[src/rtl/addsub_pkg.sv]
// Shared types and helpers for the add/sub accumulator datapath.
package addsub_pkg;

   typedef enum logic [1:0] {
      OP_ADD     = 2'b00,
      OP_SUB     = 2'b01,
      OP_ACC_ADD = 2'b10,
      OP_ACC_SUB = 2'b11
   } op_e;

   // Returned at 64 bits; callers truncate to their own WIDTH (WIDTH <= 64).
   function automatic logic [63:0] sat_min(input int unsigned w);
      return 64'd1 << (w - 1);
   endfunction

   function automatic logic [63:0] sat_max(input int unsigned w);
      return sat_min(w) - 64'd1;
   endfunction

endpackage

[src/rtl/addsub_core.sv]
// Combinational WIDTH-bit adder/subtractor with raw carry and signed overflow.
module addsub_core #(
   parameter int WIDTH = 8
) (
   input  logic [WIDTH-1:0] x,
   input  logic [WIDTH-1:0] y,
   input  logic             sub,
   output logic [WIDTH-1:0] raw,
   output logic             co,
   output logic             ofl
);

   logic [WIDTH-1:0] ysel;

   always_comb begin
      ysel      = y ^ {WIDTH{sub}};
      {co, raw} = {1'b0, x} + {1'b0, ysel} + (WIDTH+1)'(sub);
      // Same-sign operands producing an opposite-sign result.
      ofl       = (x[WIDTH-1] == ysel[WIDTH-1]) && (raw[WIDTH-1] != x[WIDTH-1]);
   end

endmodule

[src/rtl/addsub_pipe.sv]
// Registered add/sub with accumulator, optional signed saturation and a
// single-register valid/ready stage.
module addsub_pipe
   import addsub_pkg::*;
#(
   parameter int WIDTH = 8
) (
   input  logic             clk,
   input  logic             rst_n,
   input  logic             in_valid,
   output logic             in_ready,
   input  logic [WIDTH-1:0] a,
   input  logic [WIDTH-1:0] b,
   input  logic [1:0]       op,
   input  logic             sat,
   input  logic             clr_acc,
   output logic             out_valid,
   input  logic             out_ready,
   output logic [WIDTH-1:0] s,
   output logic             co,
   output logic             ofl,
   output logic             zero,
   output logic             neg,
   output logic [WIDTH-1:0] acc
);

   localparam logic [WIDTH-1:0] S_MAX = WIDTH'(sat_max(WIDTH));
   localparam logic [WIDTH-1:0] S_MIN = WIDTH'(sat_min(WIDTH));

   op_e              op_w;
   logic             is_acc, sub, accept;
   logic [WIDTH-1:0] acc_eff, x, y, raw, s_sat;
   logic             raw_co, raw_ofl;

   logic             out_valid_q, out_valid_d;
   logic [WIDTH-1:0] s_q, s_d, acc_q, acc_d;
   logic             co_q, co_d, ofl_q, ofl_d, zero_q, zero_d, neg_q, neg_d;

   assign op_w     = op_e'(op);
   assign is_acc   = (op_w == OP_ACC_ADD) || (op_w == OP_ACC_SUB);
   assign sub      = (op_w == OP_SUB) || (op_w == OP_ACC_SUB);
   assign in_ready = !out_valid_q || out_ready;
   assign accept   = in_valid && in_ready;

   assign acc_eff  = clr_acc ? '0 : acc_q;
   assign x        = is_acc ? acc_eff : a;
   assign y        = is_acc ? a : b;

   addsub_core #(.WIDTH(WIDTH)) u_core (
      .x   (x),
      .y   (y),
      .sub (sub),
      .raw (raw),
      .co  (raw_co),
      .ofl (raw_ofl)
   );

   // Overflow direction follows the sign of X.
   assign s_sat = (sat && raw_ofl) ? (x[WIDTH-1] ? S_MIN : S_MAX) : raw;

   always_comb begin
      out_valid_d = out_valid_q;
      s_d         = s_q;
      co_d        = co_q;
      ofl_d       = ofl_q;
      zero_d      = zero_q;
      neg_d       = neg_q;
      acc_d       = acc_q;
      if (accept) begin
         out_valid_d = 1'b1;
         s_d         = s_sat;
         co_d        = raw_co;
         ofl_d       = raw_ofl;
         zero_d      = (s_sat == '0);
         neg_d       = s_sat[WIDTH-1];
         if (is_acc)       acc_d = s_sat;
         else if (clr_acc) acc_d = '0;
      end else if (out_ready) begin
         out_valid_d = 1'b0;
      end
   end

   always_ff @(posedge clk or negedge rst_n) begin
      if (!rst_n) begin
         out_valid_q <= 1'b0;
         s_q         <= '0;
         co_q        <= 1'b0;
         ofl_q       <= 1'b0;
         zero_q      <= 1'b0;
         neg_q       <= 1'b0;
         acc_q       <= '0;
      end else begin
         out_valid_q <= out_valid_d;
         s_q         <= s_d;
         co_q        <= co_d;
         ofl_q       <= ofl_d;
         zero_q      <= zero_d;
         neg_q       <= neg_d;
         acc_q       <= acc_d;
      end
   end

   assign out_valid = out_valid_q;
   assign s         = s_q;
   assign co        = co_q;
   assign ofl       = ofl_q;
   assign zero      = zero_q;
   assign neg       = neg_q;
   assign acc       = acc_q;

endmodule

[config.mk]
export PLATFORM = sky130hd
export DESIGN_NAME = addsub_pipe
export DESIGN_NICKNAME = d
export VERILOG_FILES = /design/src/rtl/addsub_pkg.sv /design/src/rtl/addsub_core.sv /design/src/rtl/addsub_pipe.sv
export SDC_FILE = /design/constraint.sdc
export NUM_CORES = 1
export LEC_CHECK = 0
export ABC_CLOCK_PERIOD_IN_PS = 2600
export BUFFER_PORTS_ARGS = -buffer_cell sky130_fd_sc_hd__clkbuf_2
export CAP_MARGIN = 10
export CORE_AREA = 5 5 64 66
export CTS_CLUSTER_SIZE = 10
export DETAILED_ROUTE_END_ITERATION = 6
export DIE_AREA = 0 0 69 71
export PLACE_DENSITY = 0.73
export SETUP_SLACK_MARGIN = 0.4
export SLEW_MARGIN = 15
export SYNTH_ARGS = -nofsm -noshare
export SYNTH_HDL_FRONTEND = slang
export SYNTH_SLANG_ARGS = --single-unit
[constraint.sdc]
create_clock -name clk -period 2.6 [get_ports clk]
set_clock_uncertainty 0.2 [all_clocks]
set_input_delay 0.26 -clock clk [delete_from_list [all_inputs] [get_ports clk]]
set_output_delay 0.26 -clock clk [all_outputs]
set_load 0.02 [all_outputs]
==> flow_summary.yaml <==
routing:
  ant_nets: 0
  drt_first_iter_violations: 80
  wl_per_cell_um: 13.9
  first_pass_iters: 4
  vias_per_cell: 5.11
  vias: 1532
  drc_errors: 0
  wl_um: 4170
timing:
  drv_slew: 0
  rsz0062_at_grt: "true"
  finalHoldViolations: 0
  slew_headroom_pct: 61.6
  period_share_pct: 96.4
  tns_ns: 0
  fin_crit_ns: 2.51
  fmax_ghz: 0.399
  hold_ws_ns: 0.160
  setup_slack_ns: 0.0939
  worst_pin_slew_ns: 0.572
  setup_viol: 0
critical_path:
  start_kind: "flip-flop"
  crit_path_end: "s[6]$_DFFE_PN0P_"
  crit_path_start: "acc[0]$_DFFE_PN0P_"
  endpoint_kind: "flip-flop"
  slowest_delay_ns: 0.41
  crit_fanout: 3
  crit_slowest_cell: "dfrtp_2"
  path_common_cell: "a21o_1"
  reg2reg_to: "s[6]$_DFFE_PN0P_"
  rrSetupSlack_ns: 0.09
  crit_required_ns: 2.60
  arrival_ns: 2.51
  crit_type: "reg2reg"
  rr_worst_depth: 11
  cp_cell_sequence: "nor2b_4 > o22ai_2 > nor2_2 > fa_2 > a21o_1 > a21oi_2 > nand2b_4 > a221oi_2 > buf_4 > a21o_1 > a22o_1"
  rr_startpoint: "acc[0]$_DFFE_PN0P_"
grt:
  grt_max_degree: 21
  grt_antenna_before_repair: 0
  grt.overflow.total: 0
  grt_pass1_vias: 1520
  grt_pass1_wl_um: 6870
  gr-usage-all-layers_pct: 16.9
floorplan:
  die_y_um: 71
  die_w_um: 69
  start_util_pct: 42.7
  io_pins: 46
  core_area_um2: 3520
  die_area_um2: 4900
  rows: 22
clock_tree:
  numCtsBuffers: 3
  ctsRootBufferMaster: "clkbuf_4"
  insertion_delay_ns: 0.30
  clockBufferDepth: 2
  cts_num_sinks: 20
  htree_levels: 1
  cts_tree: "built"
  clkTransAtPathRegs_ns: 0.12
placement:
  placed_cells: 283
  pre_cts_ws_ns: -0.182
  post-dp-hpwl_um: 3350
  place.gp.congestion: 0.914
  port_buffers: 45
  dpl_cell_area_um2: 2020
power:
  power.density_nw_per_um2: 756
  total_power_mw: 1.72
  p_leak_nw: 1.13
  peakVddDrop_uv: 385
synth:
  syn_area_per_cell_um2: 8.90
  synth_top_area_share_pct: 33.3
  async_reset_ff_share_pct: 100
  yosys-top-cells-count: "24 x nand2_1, 20 x dfrtp_1, 13 x xnor2_1"
  ys.flop_type: "dfrtp_1"
  synth_area_um2: 1500
  synth_edf_count: 0
  ys_types: 39
  ys_warn_count: 0
  syn-num-nets: 201
  synth_area_leaders: "dfrtp_1 33%, xnor2_1 7.6%, nand2_1 6.0%"
  synthCells: 169
  synth.most_common_cell: "nand2_1"
  ys_seq_area_share_pct: 33.3
  yosysTopAreaCell: "dfrtp_1"
  synth_seq_cells: 20
run:
  maxCapViolCount: 0
outcome:
  status: "complete, no violations"
finish:
  antenna_cells: 0
  area_delta_synth_final_pct: 51.4
  layoutNonFillerInstCount: 300
  final_core_util_pct: 64.6
  num-nets-final: 285
  final_area_um2: 2280
  drive_above_1_share_pct: 44.4
  fillCellCount: 321
  seq_area_um2: 502
  multiInputGateArea_um2: 1070
worst_hold_path:
  hold_class: "in2reg"
[final cells by class]
| class | instances | area share (%) |
|---|---|---|
| tap | 48 | 2.64 |
| multi-input combinational | 133 | 47.1 |
| clock buffer | 3 | 0.989 |
| sequential | 20 | 22.0 |
| clock inverter | 1 | 1.32 |
| inverter | 10 | 1.65 |
| timing repair buffer | 85 | 24.2 |
[critical path: cells and delay by family, from the launching register on]
| kind | cells | cell delay, ns |
|---|---|---|
| buffers and inverters | 1 | 0.16 |
| adders and majority gates | 1 | 0.34 |
| and+or+nand+nor | 3 | 0.36 |
| DFF | 1 | 0.41 |
| AOI/OAI and AO/OA | 6 | 0.96 |
[layer usage]
layer	global-route usage, %	share of wire, %
met5	0	0
met2	29.9	51
met3	3.41	4.4
met4	6.07	1.7
met1	20.4	43
[cells in the final DEF (no fill, tap or decap), types with 2 or more instances in the layout]
cell,instances
nor2_1,5
dfrtp_1,19
o21ai_0,4
ha_1,5
o21ai_1,6
buf_4,33
inv_1,10
o22ai_2,2
a21o_1,2
clkbuf_2,44
a21oi_1,9
o21a_1,3
a21oi_2,3
a22o_1,3
nor2b_1,2
nor3_1,2
a221o_1,6
clkbuf_4,4
dlygate4sd3_1,2
buf_6,5
mux2i_1,8
o31ai_1,6
nand2_1,24
nor2b_4,2
nand2b_1,4
xnor2_1,11
[power by group]
part | leakage (nW) | internal (mW) | switching [mW]
registers | 0.247 | 0.402 | 0.0673
clock network | 0.0279 | 0.156 | 0.0933
logic | 0.855 | 0.476 | 0.528
[flip-flops by register name (all words and copies together) (netlist names)]
signal     cells
s              8
co             1
out_valid      1
zero           1
acc            8
ofl            1
[worst min-delay path by stage]
| stage | from | end | depth (start not counted) |
|---|---|---|---|
| CTS | sat | s[7]$_DFFE_PN0P_ | 3 |
| finish | sat | s[7]$_DFFE_PN0P_ | 3 |
| floorplan | rst_n | acc[0]$_DFFE_PN0P_ | 0 |
| global placement | rst_n | s[5]$_DFFE_PN0P_ | 1 |
| detailed placement | rst_n | s[7]$_DFFE_PN0P_ | 1 |
| global route | sat | s[7]$_DFFE_PN0P_ | 3 |
[what timing repair did]
| item | CTS | global route |
|---|---|---|
| endpoints found under the hold margin | 21 | 0 |
| resized for setup | 13 | 9 |
| pin swaps | 18 | 16 |
| setup endpoints to repair | 19 | 19 |
| buffers inserted | 6 | 5 |
| hold buffers | 2 | 0 |
[cells by family after synthesis]
group,Yosys count,share of synthesized area (%)
adders and majority gates,8,7.15
AOI/OAI and AO/OA,58,28.1
DFF,20,33.3
xor gates and xnor gates,13,7.57
buffers and inverters,16,4.41
and+or+nand+nor,46,14.1
muxes,8,5.32
Power figures use the tool's default switching activity.
